===== src/rtl/rgbd_stream_sched_pkg.sv =====
// Shared widths, scheduler state encoding and config helpers for the RGB-D frame scheduler.
package rgbd_stream_sched_pkg;
  localparam int FRAME_ADDR_BW   = 19;
  localparam int H_SIZE_BW       = 10;
  localparam int V_SIZE_BW       = 9;
  localparam int SCHED_HBLANK_BW = 8;
  localparam int LINE_CNT_BW     = H_SIZE_BW + 1;

  typedef enum logic [2:0] {
    SCH_IDLE,
    SCH_LEAD,
    SCH_BOTH,
    SCH_TAIL0,
    SCH_FLUSH
  } sched_state_t;

  function automatic logic [V_SIZE_BW-1:0] clamp_lead(input logic [V_SIZE_BW-1:0] lead,
                                                      input logic [V_SIZE_BW-1:0] vsize);
    return (lead > vsize) ? vsize : lead;
  endfunction
endpackage


===== src/rtl/rgbd_stream_sched_if.sv =====
// Control/config inputs and the two raster read streams of the frame scheduler.
interface rgbd_stream_sched_if
  import rgbd_stream_sched_pkg::*;
#(
  parameter int ADDR_BW = FRAME_ADDR_BW
);
  logic                       i_start;
  logic                       i_abort;
  logic [H_SIZE_BW-1:0]       r_hsize;
  logic [V_SIZE_BW-1:0]       r_vsize;
  logic [SCHED_HBLANK_BW-1:0] r_hblank;
  logic [V_SIZE_BW-1:0]       r_lead_lines;
  logic                       o_rd_en1;
  logic [ADDR_BW-1:0]         o_rd_addr1;
  logic                       o_rd_en0;
  logic [ADDR_BW-1:0]         o_rd_addr0;
  logic                       o_valid1;
  logic                       o_valid0;
  logic                       o_frame_start;
  logic                       o_frame_end;
  logic                       o_busy;

  modport master (
    output i_start, i_abort, r_hsize, r_vsize, r_hblank, r_lead_lines,
    input  o_rd_en1, o_rd_addr1, o_rd_en0, o_rd_addr0,
    input  o_valid1, o_valid0, o_frame_start, o_frame_end, o_busy
  );

  modport slave (
    input  i_start, i_abort, r_hsize, r_vsize, r_hblank, r_lead_lines,
    output o_rd_en1, o_rd_addr1, o_rd_en0, o_rd_addr0,
    output o_valid1, o_valid0, o_frame_start, o_frame_end, o_busy
  );
endinterface


===== src/rtl/rgbd_stream_sched_raster_addr_gen.sv =====
// One raster read stream: hsize active cycles then hblank idle cycles per line, vsize lines.
// Registered outputs; first rd_en appears the cycle after go; no trailing blank is visible on rd_en.
module raster_addr_gen
  import rgbd_stream_sched_pkg::*;
#(
  parameter int ADDR_BW = FRAME_ADDR_BW
) (
  input  logic                       clk,
  input  logic                       rst_n,
  input  logic                       go,
  input  logic                       clr,
  input  logic [H_SIZE_BW-1:0]       hsize,
  input  logic [SCHED_HBLANK_BW-1:0] hblank,
  input  logic [V_SIZE_BW-1:0]       vsize,
  output logic                       rd_en,
  output logic [ADDR_BW-1:0]         addr,
  output logic [LINE_CNT_BW-1:0]     x,
  output logic [V_SIZE_BW-1:0]       y,
  output logic                       last
);
  logic                   run;
  logic [ADDR_BW-1:0]     base;
  logic [LINE_CNT_BW-1:0] htot;
  logic [LINE_CNT_BW-1:0] x_nxt;
  logic                   line_end;
  logic                   frame_done;
  logic                   nxt_active;

  // x is the line phase: values >= hsize are the blank count of the line.
  assign htot       = LINE_CNT_BW'(hsize) + LINE_CNT_BW'(hblank);
  assign x_nxt      = x + LINE_CNT_BW'(1);
  assign line_end   = (x == htot - LINE_CNT_BW'(1));
  assign frame_done = line_end && (y == vsize - V_SIZE_BW'(1));
  assign nxt_active = (x_nxt < LINE_CNT_BW'(hsize));
  assign last       = rd_en && (x == LINE_CNT_BW'(hsize) - LINE_CNT_BW'(1))
                            && (y == vsize - V_SIZE_BW'(1));

  always_ff @(posedge clk or negedge rst_n) begin
    if (!rst_n) begin
      run   <= 1'b0;
      rd_en <= 1'b0;
      addr  <= '0;
      base  <= '0;
      x     <= '0;
      y     <= '0;
    end else if (clr) begin
      run   <= 1'b0;
      rd_en <= 1'b0;
      addr  <= '0;
      base  <= '0;
      x     <= '0;
      y     <= '0;
    end else if (go) begin
      run   <= 1'b1;
      rd_en <= 1'b1;
      addr  <= '0;
      base  <= '0;
      x     <= '0;
      y     <= '0;
    end else if (run) begin
      // The last line still counts its blank internally so the lead compare can see it.
      if (frame_done) begin
        run   <= 1'b0;
        rd_en <= 1'b0;
        x     <= '0;
        y     <= '0;
      end else if (line_end) begin
        x     <= '0;
        y     <= y + V_SIZE_BW'(1);
        base  <= base + ADDR_BW'(hsize);
        addr  <= base + ADDR_BW'(hsize);
        rd_en <= 1'b1;
      end else begin
        x     <= x_nxt;
        rd_en <= nxt_active;
        if (nxt_active) addr <= addr + ADDR_BW'(1);
      end
    end
  end
endmodule


===== src/rtl/rgbd_stream_sched.sv =====
// Frame scheduler: reference stream1 leads current stream0 by `lead` lines; valids trail rd_en by RD_LAT.
// frame_start with the first stream1 read; frame_end one cycle after the last stream0 valid.
module rgbd_stream_sched
  import rgbd_stream_sched_pkg::*;
#(
  parameter int RD_LAT  = 1,
  parameter int ADDR_BW = FRAME_ADDR_BW
) (
  input logic                clk,
  input logic                rst_n,
  rgbd_stream_sched_if.slave bus
);
  localparam logic [1:0] FLUSH_LAST = 2'(RD_LAT - 1);

  sched_state_t               state;
  logic [H_SIZE_BW-1:0]       hsize_q;
  logic [V_SIZE_BW-1:0]       vsize_q;
  logic [SCHED_HBLANK_BW-1:0] hblank_q;
  logic [V_SIZE_BW-1:0]       lead_q;
  logic [V_SIZE_BW-1:0]       lead_in;
  logic [LINE_CNT_BW-1:0]     htot;
  logic [1:0]                 flush_cnt;
  logic                       frame_start_q, frame_end_q, busy_q;
  logic                       accept, lead_hit, go1, go0;
  logic                       rd_en1, rd_en0, last1, last0;
  logic [ADDR_BW-1:0]         addr1, addr0;
  logic [LINE_CNT_BW-1:0]     x1, x0;
  logic [V_SIZE_BW-1:0]       y1, y0;
  logic [RD_LAT-1:0]          vpipe1, vpipe0;

  assign lead_in  = clamp_lead(bus.r_lead_lines, bus.r_vsize);
  assign htot     = LINE_CNT_BW'(hsize_q) + LINE_CNT_BW'(hblank_q);
  assign accept   = (state == SCH_IDLE) && bus.i_start && !bus.i_abort;
  // Stream1 is on the final cycle of line lead-1, so it begins line `lead` next cycle.
  assign lead_hit = (state == SCH_LEAD) && (x1 == htot - LINE_CNT_BW'(1))
                                        && (y1 == lead_q - V_SIZE_BW'(1));
  assign go1      = accept;
  assign go0      = (accept && (lead_in == '0)) || lead_hit;

  raster_addr_gen #(.ADDR_BW(ADDR_BW)) u_gen1 (
    .clk(clk), .rst_n(rst_n), .go(go1), .clr(bus.i_abort),
    .hsize(hsize_q), .hblank(hblank_q), .vsize(vsize_q),
    .rd_en(rd_en1), .addr(addr1), .x(x1), .y(y1), .last(last1)
  );

  raster_addr_gen #(.ADDR_BW(ADDR_BW)) u_gen0 (
    .clk(clk), .rst_n(rst_n), .go(go0), .clr(bus.i_abort),
    .hsize(hsize_q), .hblank(hblank_q), .vsize(vsize_q),
    .rd_en(rd_en0), .addr(addr0), .x(x0), .y(y0), .last(last0)
  );

  always_ff @(posedge clk or negedge rst_n) begin
    if (!rst_n) begin
      state         <= SCH_IDLE;
      hsize_q       <= '0;
      vsize_q       <= '0;
      hblank_q      <= '0;
      lead_q        <= '0;
      flush_cnt     <= '0;
      frame_start_q <= 1'b0;
      frame_end_q   <= 1'b0;
      busy_q        <= 1'b0;
    end else begin
      frame_start_q <= 1'b0;
      frame_end_q   <= 1'b0;
      if (bus.i_abort) begin
        state     <= SCH_IDLE;
        busy_q    <= 1'b0;
        flush_cnt <= '0;
      end else begin
        case (state)
          SCH_IDLE: if (bus.i_start) begin
            hsize_q       <= bus.r_hsize;
            vsize_q       <= bus.r_vsize;
            hblank_q      <= bus.r_hblank;
            lead_q        <= lead_in;
            state         <= (lead_in == '0) ? SCH_BOTH : SCH_LEAD;
            frame_start_q <= 1'b1;
            busy_q        <= 1'b1;
          end
          SCH_LEAD: if (lead_hit) state <= (lead_q == vsize_q) ? SCH_TAIL0 : SCH_BOTH;
          SCH_BOTH: begin
            if (last0)      state <= SCH_FLUSH;
            else if (last1) state <= SCH_TAIL0;
          end
          SCH_TAIL0: if (last0) state <= SCH_FLUSH;
          SCH_FLUSH: begin
            if (flush_cnt == FLUSH_LAST) begin
              state       <= SCH_IDLE;
              frame_end_q <= 1'b1;
              busy_q      <= 1'b0;
              flush_cnt   <= '0;
            end else begin
              flush_cnt <= flush_cnt + 2'd1;
            end
          end
          default: state <= SCH_IDLE;
        endcase
      end
    end
  end

  always_ff @(posedge clk or negedge rst_n) begin
    if (!rst_n) begin
      vpipe1 <= '0;
      vpipe0 <= '0;
    end else if (bus.i_abort) begin
      vpipe1 <= '0;
      vpipe0 <= '0;
    end else begin
      vpipe1[0] <= rd_en1;
      vpipe0[0] <= rd_en0;
      for (int i = 1; i < RD_LAT; i++) begin
        vpipe1[i] <= vpipe1[i-1];
        vpipe0[i] <= vpipe0[i-1];
      end
    end
  end

  // Stream0 stays parked while stream1 fills the lead lines.
  assert property (@(posedge clk) disable iff (!rst_n)
    (state == SCH_LEAD) |-> (!rd_en0 && (x0 == '0) && (y0 == '0)));

  assign bus.o_rd_en1      = rd_en1;
  assign bus.o_rd_addr1    = addr1;
  assign bus.o_rd_en0      = rd_en0;
  assign bus.o_rd_addr0    = addr0;
  assign bus.o_valid1      = vpipe1[RD_LAT-1];
  assign bus.o_valid0      = vpipe0[RD_LAT-1];
  assign bus.o_frame_start = frame_start_q;
  assign bus.o_frame_end   = frame_end_q;
  assign bus.o_busy        = busy_q;
endmodule


===== src/flat_wrapper.sv =====
// flat-port wrapper written by rule: the top's interface ports become plain ports
module rgbd_stream_sched_flat import rgbd_stream_sched_pkg::*;
#(
  parameter int RD_LAT  = 1,
  parameter int ADDR_BW = FRAME_ADDR_BW
)
  (clk, rst_n, bus_i_start, bus_i_abort, bus_r_hsize, bus_r_vsize, bus_r_hblank, bus_r_lead_lines, bus_o_rd_en1, bus_o_rd_addr1, bus_o_rd_en0, bus_o_rd_addr0, bus_o_valid1, bus_o_valid0, bus_o_frame_start, bus_o_frame_end, bus_o_busy);
  rgbd_stream_sched_if #(.ADDR_BW(ADDR_BW)) bus_i ();
  input logic clk;
  input logic rst_n;
  input wire logic [$bits(bus_i.i_start)-1:0] bus_i_start;
  input wire logic [$bits(bus_i.i_abort)-1:0] bus_i_abort;
  input wire logic [$bits(bus_i.r_hsize)-1:0] bus_r_hsize;
  input wire logic [$bits(bus_i.r_vsize)-1:0] bus_r_vsize;
  input wire logic [$bits(bus_i.r_hblank)-1:0] bus_r_hblank;
  input wire logic [$bits(bus_i.r_lead_lines)-1:0] bus_r_lead_lines;
  output wire logic [$bits(bus_i.o_rd_en1)-1:0] bus_o_rd_en1;
  output wire logic [$bits(bus_i.o_rd_addr1)-1:0] bus_o_rd_addr1;
  output wire logic [$bits(bus_i.o_rd_en0)-1:0] bus_o_rd_en0;
  output wire logic [$bits(bus_i.o_rd_addr0)-1:0] bus_o_rd_addr0;
  output wire logic [$bits(bus_i.o_valid1)-1:0] bus_o_valid1;
  output wire logic [$bits(bus_i.o_valid0)-1:0] bus_o_valid0;
  output wire logic [$bits(bus_i.o_frame_start)-1:0] bus_o_frame_start;
  output wire logic [$bits(bus_i.o_frame_end)-1:0] bus_o_frame_end;
  output wire logic [$bits(bus_i.o_busy)-1:0] bus_o_busy;
  assign bus_i.i_start = bus_i_start;
  assign bus_i.i_abort = bus_i_abort;
  assign bus_i.r_hsize = bus_r_hsize;
  assign bus_i.r_vsize = bus_r_vsize;
  assign bus_i.r_hblank = bus_r_hblank;
  assign bus_i.r_lead_lines = bus_r_lead_lines;
  assign bus_o_rd_en1 = bus_i.o_rd_en1;
  assign bus_o_rd_addr1 = bus_i.o_rd_addr1;
  assign bus_o_rd_en0 = bus_i.o_rd_en0;
  assign bus_o_rd_addr0 = bus_i.o_rd_addr0;
  assign bus_o_valid1 = bus_i.o_valid1;
  assign bus_o_valid0 = bus_i.o_valid0;
  assign bus_o_frame_start = bus_i.o_frame_start;
  assign bus_o_frame_end = bus_i.o_frame_end;
  assign bus_o_busy = bus_i.o_busy;
  rgbd_stream_sched #(.RD_LAT(RD_LAT), .ADDR_BW(ADDR_BW)) u_core (.clk(clk), .rst_n(rst_n), .bus(bus_i));
endmodule

===== config.mk =====
export PLATFORM = sky130hd
export DESIGN_NAME = rgbd_stream_sched_flat
export DESIGN_NICKNAME = d
export VERILOG_FILES = /design/src/rtl/rgbd_stream_sched_pkg.sv /design/src/rtl/rgbd_stream_sched_if.sv /design/src/rtl/rgbd_stream_sched_raster_addr_gen.sv /design/src/rtl/rgbd_stream_sched.sv /design/src/flat_wrapper.sv
export SDC_FILE = /design/constraint.sdc
export NUM_CORES = 1
export LEC_CHECK = 0
export CORE_AREA = 2 2 185 187
export CTS_CLUSTER_DIAMETER = 100
export CTS_CLUSTER_SIZE = 14
export DETAILED_ROUTE_END_ITERATION = 6
export DIE_AREA = 0 0 187 189
export PLACE_DENSITY = 0.64
export SYNTH_ARGS = -nofsm -noshare
export SYNTH_HDL_FRONTEND = slang
export SYNTH_SLANG_ARGS = --single-unit

===== constraint.sdc =====
create_clock -name clk -period 4.4 [get_ports clk]
set_input_delay 0.88 -clock clk [delete_from_list [all_inputs] [get_ports clk]]
set_output_delay 0.88 -clock clk [all_outputs]
set_load 0.1 [all_outputs]

## Word level (Yosys, flattened, before mapping)

Index checks and enable logic that the tools add are counted.

- Add/sub/neg operators: 14
- Multipliers: 0
- Div/mod/pow operators: 0
- $lt $le $gt $ge: 3
- Equal/unequal tests: 19
- Shift-type cells: 0
- Muxes and demuxes: 86
- Bitwise logic cells: 1
- Reduce and logical (&&, ||, !) cells: 35

Operator list:

| operator | count |
|---|---|
| $mux W19 | 22 |
| $mux W11 | 10 |
| $mux W9 | 11 |
| $eq A11 B11 Y1 | 4 |
| $add A19 B1 Y19 const B | 2 |
| $add A19 B10 Y19 | 2 |
| $eq A9 B9 Y1 | 4 |
| $mux W1 | 30 |
| $add A11 B1 Y11 const B | 2 |
| $lt A11 B10 Y1 | 2 |
| $mux W3 | 7 |
| $add A9 B1 Y9 const B | 2 |
| $reduce_and A3 Y1 | 6 |
| $sub A9 B1 Y9 const B | 2 |
| $reduce_bool A4 Y1 | 4 |
| $ne A3 B2 Y1 const B | 5 |
| $pmux W3 S5 | 1 |
| $reduce_bool A3 Y1 | 5 |
| $add A10 B8 Y11 | 1 |
| $logic_and A1 B1 Y1 | 11 |
| $sub A10 B1 Y11 const B | 1 |
| $sub A11 B1 Y11 const B | 1 |
| $gt A9 B9 Y1 | 1 |
| $logic_not A9 Y1 | 1 |
| other kinds (16) | 21 |

- Bits in registers: 166
- Latch bits: 0
- RAM bits: 0
- Memory bits (read-only): 0
- Input bits: 40
- Output and inout bits: 45
- Word-level logic and storage cells: 181
- Memories kept: 0

## Logic depth before layout (Yosys ltp)

Gate-level depths: netlist of run 1.

- Depth after elaboration: 8
- Depth in mapped cells: 18
- Depth with buffers taken out: 15

## Hierarchy

Synthesis of run 1 repeated with hierarchy kept, for this count alone.

- Cell total of the unflattened synthesis: 1741
- Area total of the unflattened synthesis: 14423.8 um^2

By module, submodules not included:

| module | instances | cells each | area each (um^2) | seq. area each (um^2) |
|---|---|---|---|---|
| raster_addr_gen (u_core.u_gen1) | 1 | 689 | 5589.1 | 1501.4 |
| raster_addr_gen (u_core.u_gen0) | 1 | 688 | 5579.1 | 1501.4 |
| rgbd_stream_sched | 1 | 364 | 3255.6 | 1151.1 |

## Worst setup path after synthesis of run 1

No wires, ideal clock.

- Path kind: register to register
- From: register u_core.hsize_q[1]
- To: register u_core.u_gen1.addr[18]
- Setup time: 0.137 ns
- Data arrival time: 3.832 ns
- Required time: 4.263 ns
- Setup slack: 0.431 ns
- Cell stages (with the launch flop): 18
- Path buffers: 2
- Period minus slack after synthesis: 3.969 ns
- Cell sequence: dfrtp_1 inv_1 ha_1 inv_1 ha_1 inv_1 fa_1 nand2b_1 a21oi_1 nor3_1 a2111oi_4 nand3_2 or4_1 buf_4 o21a_4 buf_6 o21ai_1 a31oi_1

- Word-level cells in the longest chain between the ends: 8
- Elaborated cells on any way between the ends: 14
- Classes of those cells: add/sub: 3; order compare: 1; eq/ne: 2; mux: 5; reduce/logical: 3

RTL lines:

| item | line | text |
|---|---|---|
| from (decl) | rgbd_stream_sched.sv:16 | `logic [H_SIZE_BW-1:0] hsize_q;` |
| from (signal assigned) | rgbd_stream_sched.sv:73 | `hsize_q <= bus.r_hsize;` |
| $add A10 B8 Y11 | rgbd_stream_sched_raster_addr_gen.sv:30 | `assign htot = LINE_CNT_BW'(hsize) + LINE_CNT_BW'(hblank);` |
| $sub A11 B1 Y11 | rgbd_stream_sched_raster_addr_gen.sv:32 | `assign line_end = (x == htot - LINE_CNT_BW'(1));` |
| $eq A11 B11 Y1 | rgbd_stream_sched_raster_addr_gen.sv:32 |  |
| $mux W19 | rgbd_stream_sched_raster_addr_gen.sv:67 | `end else if (line_end) begin` |
| $mux W19 | rgbd_stream_sched_raster_addr_gen.sv:62 | `if (frame_done) begin` |
| $mux W19 | rgbd_stream_sched_raster_addr_gen.sv:60 | `end else if (run) begin` |
| $mux W19 | rgbd_stream_sched_raster_addr_gen.sv:53 | `end else if (go) begin` |
| $mux W19 | rgbd_stream_sched_raster_addr_gen.sv:46 | `end else if (clr) begin` |
| to (signal assigned) | rgbd_stream_sched_raster_addr_gen.sv:71 | `addr <= base + ADDR_BW'(hsize);` |
| to (signal assigned) | rgbd_stream_sched_raster_addr_gen.sv:76 | `if (nxt_active) addr <= addr + ADDR_BW'(1);` |
| to (decl) | rgbd_stream_sched_raster_addr_gen.sv:16 | `output logic [ADDR_BW-1:0] addr,` |

Parallel ways exist; a longest one is shown, timed or not. The select of a mux whose other input is x is not followed.
A chain may end at the register's enable or synchronous reset.

## Worst setup path after layout of run 1

- From: register u_core.hsize_q[1]
- To: register u_core.u_gen1.addr[10]

Same word-level chain as after synthesis.

==> results of run 1 <==
-- synthesized netlist by cell type (19+ instances only) --
library cell | number | share of area (%)
sky130_fd_sc_hd__nand3_1 | 72 | 2.7
sky130_fd_sc_hd__xnor2_1 | 85 | 5.7
sky130_fd_sc_hd__a21o_1 | 27 | 1.5
sky130_fd_sc_hd__nor3b_1 | 20 | 1.1
sky130_fd_sc_hd__nand2_1 | 166 | 4.7
sky130_fd_sc_hd__a211oi_1 | 19 | 1.1
sky130_fd_sc_hd__a21oi_1 | 109 | 4.1
sky130_fd_sc_hd__ha_1 | 79 | 7.5
sky130_fd_sc_hd__and3_1 | 26 | 1.2
sky130_fd_sc_hd__nor3_1 | 41 | 1.6
sky130_fd_sc_hd__o21ai_0 | 121 | 4.6
sky130_fd_sc_hd__buf_2 | 21 | 0.80
sky130_fd_sc_hd__nor2_1 | 122 | 3.5
sky130_fd_sc_hd__inv_1 | 69 | 2.0
sky130_fd_sc_hd__nor4_1 | 20 | 0.95
sky130_fd_sc_hd__xor2_1 | 57 | 3.8
sky130_fd_sc_hd__clkbuf_1 | 59 | 1.7
sky130_fd_sc_hd__dfrtp_1 | 166 | 32
-- cells by family after synthesis --
| kind of cell | after synthesis | synth area share (%) |
|---|---|---|
| AND/OR/NAND/NOR | 590 | 22.6 |
| buffers and inverters | 164 | 5.27 |
| flip-flops | 166 | 31.5 |
| adder cells (fa/ha/maj) | 82 | 7.96 |
| XOR/XNOR | 157 | 12.0 |
| AO/OA/AOI/OAI | 405 | 19.7 |
| multiplexers | 13 | 1.01 |
-- state kept, by name, indices dropped and copies added, names as in the netlist, 2 cells and up --
register,cells
u_core.hblank_q,8
u_core.u_gen0.x,11
u_core.state,3
u_core.lead_q,9
u_core.u_gen0.base,19
u_core.u_gen1.y,9
u_core.vsize_q,9
u_core.u_gen1.x,11
u_core.u_gen0.y,9
u_core.u_gen0.addr,19
u_core.flush_cnt,2
u_core.hsize_q,10
u_core.u_gen1.addr,19
u_core.u_gen1.base,19
-- repair_timing --
item / CTS / global route
hold endpoints to repair: 0 / 0
endpoints found under the setup margin: 0 / 13
hold buffers: 0 / 0
gates resized for setup: 0 / 2
-- how the worst max path moves through the flow --
stage          slack, ns                      to  depth (start not counted)         startpoint
3_5_place_dp       -0.03   u_core.u_gen0.addr[9]                         13     bus_r_vsize[2]
2_1_floorplan       0.43  u_core.u_gen1.addr[18]                         17  u_core.hsize_q[1]
6_report            0.27  u_core.u_gen1.addr[10]                         16  u_core.hsize_q[1]
3_3_place_gp        0.08   u_core.u_gen0.base[2]                         13     bus_r_vsize[2]
4_1_cts             0.12  u_core.u_gen1.addr[17]                         15  u_core.hsize_q[1]
5_1_grt             0.01   u_core.u_gen0.addr[6]                         16  u_core.hsize_q[1]
-- worst max-delay path, cell delays in order (launching register included) --
cell	delay (ns)
sky130_fd_sc_hd__dfrtp_1	0.38
sky130_fd_sc_hd__inv_1	0.07
sky130_fd_sc_hd__ha_1	0.22
sky130_fd_sc_hd__inv_1	0.06
sky130_fd_sc_hd__ha_1	0.18
sky130_fd_sc_hd__inv_1	0.06
sky130_fd_sc_hd__fa_1	0.41
sky130_fd_sc_hd__xor2_2	0.24
sky130_fd_sc_hd__xnor2_1	0.09
sky130_fd_sc_hd__a2111o_1	0.42
sky130_fd_sc_hd__a2111oi_4	0.30
sky130_fd_sc_hd__nand3_2	0.23
sky130_fd_sc_hd__or3_1	0.64
sky130_fd_sc_hd__buf_4	0.28
sky130_fd_sc_hd__nor2_1	0.20
sky130_fd_sc_hd__o21ai_0	0.11
sky130_fd_sc_hd__a21oi_1	0.17
-- per-stage QoR --
stage | TNS [ns] | instances | power, mW | instance area (sq um) | utilization, %
final | 0 | 2099 | 8.89 | 15200 | 45.6
after global routing | 0 | 2098 | 9.50 | 15200 | 45.6
after CTS | 0 | 2098 | 8.84 | 15200 | 45.6
after detailed placement | -0.0291 | 2066 | 7.28 | 14600 | 43.8
after global placement | 0 | 2066 | 7.18 | 14600 | 43.8
after floorplan | 0 | 1577 | 5.86 | 13200 | -
-- power by group through the flow --
stage                     logic, mW  clock network, mW  registers, mW
after floorplan                3.84                  0           2.02
after global placement         5.17                  0           2.01
after detailed placement       5.27                  0           2.01
after CTS                      5.29               1.57           1.98
after global routing           5.85               1.64           2.01
final                          5.36               1.54           1.99
-- metal layers --
layer  vias up  share of wire, %  global-route usage [%]
met1      5736                47                    29.5
met3        51               5.5                    4.11
met5         -                 0                       0
met4         0               2.0                    6.44
li1       5763                 -                       -
met2       363                45                    34.1
-- final cells by class --
cell class / instances / area, sq um / area share (%)
antenna: 1 / 2.50 / 0.0165
clock buffer: 21 / 480 / 3.17
clock inverter: 11 / 114 / 0.750
inverter: 70 / 263 / 1.73
multi-input combinational: 1247 / 8360 / 55.0
sequential: 166 / 4150 / 27.4
tap: 448 / 561 / 3.69
timing repair buffer: 135 / 1250 / 8.23
==> results summary, run 1 <==
The flow ran to the end, and the final reports show no timing, DRC or antenna violations. In this run, synthesis inferred 0 flip-flops with an integrated enable. The library cells used most frequently in the layout, excluding fill and tap cells, are 166 x sky130_fd_sc_hd__nand2_1, 166 x sky130_fd_sc_hd__dfrtp_1, 122 x sky130_fd_sc_hd__nor2_1. The I/O pin count is 85.

The clock period minus worst slack is 4.13 ns. The prevailing post-synth register cell is sky130_fd_sc_hd__dfrtp_1. The number of standard cells after synthesis is 1577. Of the synthesized area, sequential elements account for 31.5%. The power density normalized to cell area came out at 585 nW/um^2. The remaining antenna violation count came out at 0. The end of the worst register-to-register path is u_core.u_gen1.addr[10]. TritonCTS built the clock tree.

The final worst-path setup slack is 0.265 ns. The number of placement rows is 67. Clock tree synthesis found a total of 166 sinks. The number of levels the H-tree was split into is 4. Summed over all layers, the global routing overflow is 0.

The floorplan die width is 187 um. In this run, synthesis produced a sequential element count of 166. Timing analysis after detailed placement gives a worst setup slack of -0.0291 ns. The max-cap violation count came out at 0. The weighted congestion reported at the end of routability-driven placement came out at 0.917. The insertion delay of the later-clocked pin in the worst-skew pair is 0.45 ns. The final period utilization came out at 94.0%. The power share of the sequential group is 22.4%.

The area of the die came out at 35300 sq um. The achievable frequency came out at 0.242 GHz. The net total in the final layout came out at 1759. For the worst flop-to-flop path, the logic depth is 16. Clock-pin slew was measured on the worst setup and hold paths at 0.07 ns.

The global router's overall resource usage is 21.4%. The routed length per instance came out at 18.0 um. The worst setup path is captured at a flop. The number of DRC violations after detailed-routing iteration 0 came out at 1052. The largest net degree at the start of global routing is 67.

The share of total power dissipated in the clock network is 17.3%. The initial utilization of the core area, before any placement, comes to 39.6%. The tightest min-delay check is of the input pin to asynchronous set/reset pin type.

Clock tree synthesis selected as its root buffer the cell sky130_fd_sc_hd__clkbuf_16. The worst-case IR drop observed on VDD is 319 uV. The area growth from synthesis to layout is 15.2%. The number of CTS-inserted buffers came out at 17. The proportion of power drawn by combinational gates is 60.3%. In this run the worst path has a maximum fanout of 10. The worst hold margin is 0.377 ns.

Setup repair after global routing left no endpoint under its margin. The final-report hold violation count came to 0. The share of cells above drive strength 1 is 7.82%.

The post-CTS setup buffer count came out at 0. The HPWL after detailed placement came out at 27800 um. The number of optimization iterations in the first detailed-route pass came out at 5. The critical path arrival is 4.51 ns. The cell internal power dissipation is 4.76 mW. The maximum number of buffers from clock root to sink is 2. The total number of yosys warnings is 0. The critical path is of the flop to flop type. The analysis attributes to net switching a power of 4.13 mW. The final routed DRC violation total came out at 0.

Clock skew on the completed layout was measured at 0.0136 ns. In this run the mean area of a mapped cell was 8.35 sq um. The wire length reported by the detailed router is 37700 um. The per-cell via count in the routed design is 5.68. The startpoint class of the critical path is a flop.

The initial antenna violation count is 0. The core region is 33300 sq um. The final count of negative-setup-slack endpoints came out at 0. The required time at the worst-slack endpoint is 4.78 ns. The pin slew with the least headroom to its limit is 1.03 ns. The post-synth net total is 1699.

The distinct cell type count after synthesis is 89. The worst setup slack for register-to-register paths came out at 0.27 ns. The worst register-to-register path begins at u_core.hsize_q[1]. The max-slew violation count came out at 0.

The cell area after synthesis is 13200 sq um. The async set-or-reset flop fraction in the synthesized netlist came out at 100%. The total via count after detailed routing came out at 11900. Net switching is 46.4% of the power. The via count of the first global-routing pass is 11500. The die outline height is 189 um. The wire length of the first global-routing pass came out at 61000 um. The number of filler cells placed in the layout came out at 3253. The worst relative slew slack came out at 31.1%. Buffers placed on the I/O ports in this run total 84.

Summed over all cells, the static leakage comes to 6.37 nW.
Power figures use the tool's default switching activity.
==> run 2: changes to the inputs <==
--- a/config.mk
+++ b/config.mk
@@ -10,7 +10,8 @@
 export CTS_CLUSTER_SIZE = 14
 export DETAILED_ROUTE_END_ITERATION = 6
 export DIE_AREA = 0 0 187 189
-export PLACE_DENSITY = 0.64
+export GPL_TIMING_DRIVEN = 0
+export PLACE_DENSITY = 0.66
 export SYNTH_ARGS = -nofsm -noshare
 export SYNTH_HDL_FRONTEND = slang
 export SYNTH_SLANG_ARGS = --single-unit
==> constraint.sdc (replaced) <==
create_clock -name clk -period 3.7 [get_ports clk]
set_input_delay 0.74 -clock clk [delete_from_list [all_inputs] [get_ports clk]]
set_output_delay 0.74 -clock clk [all_outputs]
set_load 0.1 [all_outputs]
==> results summary, run 2 (synthesized netlist as in run 1, its figures left out) <==
The max-slew violation count is 0. The final reports fail on negative setup slack. Data on the critical path arrives at its endpoint at 4.19 ns. The routed length per instance came out at 19.6 um.

Power comes to 12.1 mW. The most critical setup path has its startpoint at u_core.hsize_q[1]. The achievable frequency is 0.262 GHz. The setup slack after placement is -1.15 ns.

The overall overflow remaining after global route is 0. The maximum net fanout on the critical path came out at 10. Setup repair after global routing could not meet its margin everywhere. The wire length of the first global-routing pass is 68200 um. The root cell of the clock tree is sky130_fd_sc_hd__clkbuf_16.

The insertion delay of the later-clocked pin in the worst-skew pair is 0.46 ns. The depth of the most critical reg-to-reg path came out at 17. The power share of the sequential group came out at 19.2%. Global routing used 24.2% of the available tracks. Routability-driven placement finished with a final weighted congestion of 0.913. The post-placement cell area is 14600 sq um. With fillers left out, the area of the finished cells amounts to 17000 sq um. The I/O pin count came out at 85. The per-cell via count in the routed design came out at 5.75. The switching share of total power is 48.3%. The core area is 33300 sq um.

The worst setup path is captured at a flop. The largest net degree at the start of global routing came out at 109. STA puts the critical path data required time at 4.07 ns.

The tool flagged a number of max-cap violations equal to 0. Adding up every negative setup slack in the final design gives -5.61 ns. The cell internal power dissipation is 6.25 mW. The critical path goes through inv_4 > ha_4 > inv_2 > ha_4 > inv_2 > fa_2 > xnor2_1 > nor4_1 > nand4_1 > a2111oi_4 > nand3_4 > buf_12 > or3_4 > clkbuf_16 > nor2_2 > o21ai_0 > a21oi_1. On the worst path, the slowest cell contributes a delay of 0.57 ns. The initialized floorplan defines 67 standard-cell rows. The HPWL after detailed placement came out at 29900 um. For the pin with the worst max-slew slack, the measured transition is 0.999 ns.

The flip-flop and latch area came out at 4170 sq um. The total via count after detailed routing came out at 12700. The final worst-path setup slack is -0.122 ns. The area growth from synthesis to layout is 29.1%. The via count of the first global-routing pass came out at 12400.

In this run the critical register-to-register path is launched from u_core.hsize_q[1]. After the flow finishes, the layout carries non-filler instances totaling 2209. TritonCTS built the clock tree. The worst relative slew slack came out at 33.2%. The number of levels the H-tree was split into is 4. The worst-case IR drop observed on VDD is 535 uV. The run finished, with violations left. The clock skew after layout came out at 0.0157 ns. The number of CTS-inserted buffers is 17. The multi-input combinational cell area came out at 9200 sq um. The starting density of the core came out at 39.6%. Clock-pin slew was measured on the worst setup and hold paths at 0.08 ns. The clock period minus worst slack came out at 3.82 ns. The hold buffer count at cts is 0. The wire length reported by the detailed router is 43300 um.

In the layout the commonest cells are 160 x sky130_fd_sc_hd__nand2_1, 154 x sky130_fd_sc_hd__dfrtp_1, 109 x sky130_fd_sc_hd__nor2_1. For this design, the slowest cell found on the critical path is sky130_fd_sc_hd__fa_2. The leakage power is 7.04 nW. The critical path in this run is classified as flop to flop. The area of the die came out at 35300 sq um.

The final-report hold violation count is 0. The port buffer count came out at 84. The final period utilization came out at 103%. The commonest non-fill, non-tap cell in the layout is sky130_fd_sc_hd__nand2_1.

The share of cells above drive strength 1 came out at 19.0%. The final count of negative-setup-slack endpoints came out at 91. The share of power burned in the clock network is 14.5%. The TritonCTS sink count is 166. The initial antenna violation count came out at 1. The net total in the final layout is 1869. In this run the power density over the cells is 712 nW/um^2. Measured along the y axis, the die boundary spans 189 um.

The worst setup path is launched from a flop. The final routed DRC violation total came out at 0. The number of filler cells placed in the layout came out at 3046. The number of placed cells counting well taps came out at 2110.

The net switching power of the design came out at 5.85 mW. The detailed router finished its first iteration with 1130 violations. The number of optimization iterations in the first detailed-route pass came out at 7. The tightest min-delay check is of the input pin to asynchronous set/reset pin type.

The maximum number of buffers from clock root to sink is 2. In this run, the combinational gates consume 66.3% of the power. The detail route stage leaves a number of antenna-violating nets equal to 0.

The floorplan die width is 187 um.
-- run 2: path summary, 6_finish.rpt --
kind / to / slack (ns)
worst max-delay path: u_core.u_gen1.addr[12] / -0.12
worst min-delay path: u_core.hblank_q[7] / 0.21
worst max register to register: u_core.u_gen1.addr[12] / -0.12
worst min register to register: u_core.u_gen0.y[8] / 0.53
max in group asynchronous: u_core.u_gen0.base[13] / 2.59
min in group clk: u_core.u_gen0.y[8] / 0.53
-- run 2: cell type report --
type / count / share of cell area (%)
plain buffers: 88 / 3.45
clock buffers: 18 / 2.52
inverters: 70 / 1.66
flip-flops and latches: 166 / 24.5
clock inverters: 14 / 0.706
well taps: 448 / 3.30
diodes: 1 / 0.0147
multi-input cells: 1247 / 54.1
repair buffers: 157 / 9.73
-- run 2: layer usage --
metal	up-vias	track usage [%]	wire, um
li1	5953	-	-
met1	6197	32.8	19500
met2	478	38.7	20100
met3	79	3.71	2450
met4	0	9.98	1290
met5	-	0	0
-- run 2: power groups by stage --
| stage | combinational (mW) | clock, mW | sequential [mW] |
|---|---|---|---|
| 3_5_place_dp | 6.14 | 0 | 2.42 |
| 3_3_place_gp | 6.01 | 0 | 2.42 |
| 2_1_floorplan | 4.62 | 0 | 2.41 |
| 5_1_grt | 8.62 | 1.83 | 2.35 |
| 4_1_cts | 7.24 | 1.76 | 2.30 |
| 6_report | 8.02 | 1.76 | 2.32 |
-- run 2: critical path, delay by kind of cell, from the launching register on --
kind | cells | cell delay (ns)
AND/OR/NAND/NOR | 5 | 1.15
adder cells (fa/ha/maj) | 3 | 0.88
AO/OA/AOI/OAI | 3 | 0.66
buffers and inverters | 5 | 0.53
flip-flops | 1 | 0.43
XOR/XNOR | 1 | 0.08
-- run 2: repair_timing --
action	in CTS	in global routing
gates cloned	8	2
gates resized for setup	198	111
buffers inserted	51	12
setup endpoints to repair	122	121
pin swaps	68	41
-- run 2: metrics by stage --
stage	utilization, %	hold WS (ns)
after floorplan	-	0.444
after global placement	43.9	0.504
after detailed placement	44.0	0.513
after global routing	51.1	0.251
final	51.1	0.207
after CTS	49.7	0.232
==> RTL change: new RTL, config.mk and constraints of run 2 <==
Re-encode `sched_state_t` (5 states) as one-hot, 5 bits wide.
--- a/src/rtl/rgbd_stream_sched_pkg.sv
+++ b/src/rtl/rgbd_stream_sched_pkg.sv
@@ -7,10 +7,10 @@
   localparam int LINE_CNT_BW     = H_SIZE_BW + 1;
 
-  typedef enum logic [2:0] {
-    SCH_IDLE,
-    SCH_LEAD,
-    SCH_BOTH,
-    SCH_TAIL0,
-    SCH_FLUSH
+  typedef enum logic [4:0] {
+    SCH_IDLE  = 5'b00001,
+    SCH_LEAD  = 5'b00010,
+    SCH_BOTH  = 5'b00100,
+    SCH_TAIL0 = 5'b01000,
+    SCH_FLUSH = 5'b10000
   } sched_state_t;
 
Check against the original RTL: same outputs for any inputs over 4 cycles, from zero or initial values and one cycle with rst_n low; so few cycles prove little.
==> RTL change against run 2 <==
The run still ends with negative setup slack left; critical path depth unchanged; sequential share of layout area decreased by 0.77 points; setup slack got worse by 0.44 ns; final area increased by 4.5%; power increased by 1.2%; wire length increased by 1.5%; area after synthesis about the same; via count increased by 2.2%; sequential cell count increased by 2.
==> RTL change: results (changes against run 2) <==
* Status: complete, but fails checks (unchanged)
- Failing checks: negative setup slack (unchanged).
- The weighted congestion at the end of routability-driven global placement is 0.931 (was 0.913).
- The final clock skew came to 0.0147 ns (was 0.0157 ns).
* Final nets: 1888 (was 1869)
- Post-Place Cells: 2105 (was 2110)
- Final Hold Slack: 0.276 ns (was 0.207 ns)
- Average detailed-routed wire length per instance: 19.7 um (was 19.6 um)
- Area occupied by multi-input gates: 9420 um2 (was 9200 um2)
- DR iter-0 viols: 1000 (was 1130)
* DP Wirelength: 29.7 mm (was 29.9 mm)
- Maximum number of pins on one net before global-route repair: 88 (was 109)
* Number of signal-net buffers in the layout: 272 (was 245)
* Global-route wire length before repair: 67.0 mm (was 68.2 mm)
* Net count of the mapped netlist: 1694 (was 1699)
- The final number of setup-violating endpoints is 120 (was 91).
* Slowest cell on the critical path: sky130_fd_sc_hd__or4_4 (was sky130_fd_sc_hd__fa_2)
- The area fraction of clock buffers and clock inverters came to 3.58% (was 3.23%).
- Setup WS post-layout: -0.559 ns (was -0.122 ns)
* Sequential cell area fraction in the yosys report: 31.9% (was 31.5%)
- The internal cell power is 6.76 mW (was 6.25 mW).
- Biggest area contributors in the synthesized netlist: sky130_fd_sc_hd__dfrtp_1 32%, sky130_fd_sc_hd__ha_1 7.5%, sky130_fd_sc_hd__xnor2_1 5.6% (was sky130_fd_sc_hd__dfrtp_1 32%, sky130_fd_sc_hd__ha_1 7.5%, sky130_fd_sc_hd__xnor2_1 5.7%).
- Number of antenna violations at the first check in global routing: 0 (was 1)
- The leakage power figure was 7.57 nW (was 7.04 nW).
* Sum of negative setup slack: -37.92 ns (was -5.61 ns)
- Place WS: -1.59 ns (was -1.15 ns)
* Inserted Diodes: 0 (was 1)
- The total detailed-routing wirelength is 44.0 mm (was 43.3 mm).
- The count of multi-input combinational gates came to 1238 (was 1247).
- Buffer share of cell area: 14.8% (was 13.2%)
- Mapped Avg Cell Area: 8.39 um2 (was 8.35 um2)
* Library cells used by synthesis: 90 (was 89)
- Core occupancy in the finished layout: 53.4% (was 51.1%)
* Length of the first detailed-routing pass in iterations: 5 (was 7)
* Most common library cells after synthesis: 167 x sky130_fd_sc_hd__dfrtp_1, 159 x sky130_fd_sc_hd__nand2_1, 128 x sky130_fd_sc_hd__nor2_1, 118 x sky130_fd_sc_hd__o21ai_0, 102 x sky130_fd_sc_hd__a21oi_1 (was 166 x sky130_fd_sc_hd__dfrtp_1, 166 x sky130_fd_sc_hd__nand2_1, 122 x sky130_fd_sc_hd__nor2_1, 121 x sky130_fd_sc_hd__o21ai_0, 109 x sky130_fd_sc_hd__a21oi_1)
- Layout cell share with drive strength beyond 1: 22.3% (was 19.0%)
* Worst slew pin tran: 1.01 ns (was 0.999 ns)
[RTL change: timing repair]
action	in CTS	in global routing
pin swaps	63	113
setup buffers	49	36
gates resized for setup	191	207
endpoints found under the setup margin	125	125
cloned	11	5
[RTL change: final timing paths]
kind | startpoint | to | cells after the start
max | u_core.hsize_q[1] | u_core.u_gen0.addr[0] | 17
min | rst_n | u_core.lead_q[3] | 1
max reg2reg | u_core.hsize_q[1] | u_core.u_gen0.addr[0] | 17
min reg2reg | u_core.u_gen1.base[2] | u_core.u_gen1.base[2] | 2
max in group asynchronous | rst_n | u_core.hsize_q[2] | 2
min in group clk | u_core.u_gen1.base[2] | u_core.u_gen1.base[2] | 2
[RTL change: cell families after synthesis]
family	share of synthesized area [%]
adder cells (fa/ha/maj)	7.95
AO/OA/AOI/OAI	19.1
buffers and inverters	5.10
multiplexers	2.44
flip-flops	31.9
XOR/XNOR	10.8
AND/OR/NAND/NOR	22.7
[RTL change: routing by layer]
metal  wire length (um)  up-vias  share of wire, %  GRT usage [%]
met3               2690      100               6.1           3.78
met1              19100     6360                43           32.1
met5                  0        -                 0              0
li1                   -     6022                 -              -
met2              20700      509                47           38.6
met4               1470        0               3.4           8.73
[RTL change: power groups by stage]
stage,logic [mW],clock network [mW],registers (mW)
floorplan,4.64,0,2.39
finish,7.96,1.98,2.30
detailed placement,6.15,0,2.39
global route,8.51,2.08,2.32
CTS,7.12,2.01,2.28
global placement,6.07,0,2.39
[RTL change: critical path: cells and delay by family (launching register included)]
family	cells	cell delay (ns)
adders and majority gates	3	0.88
muxes	1	0.12
AOI/OAI and AO/OA	4	0.66
DFF	1	0.43
buffers and inverters	5	0.54
and+or+nand+nor	3	1.33
xor gates and xnor gates	1	0.15
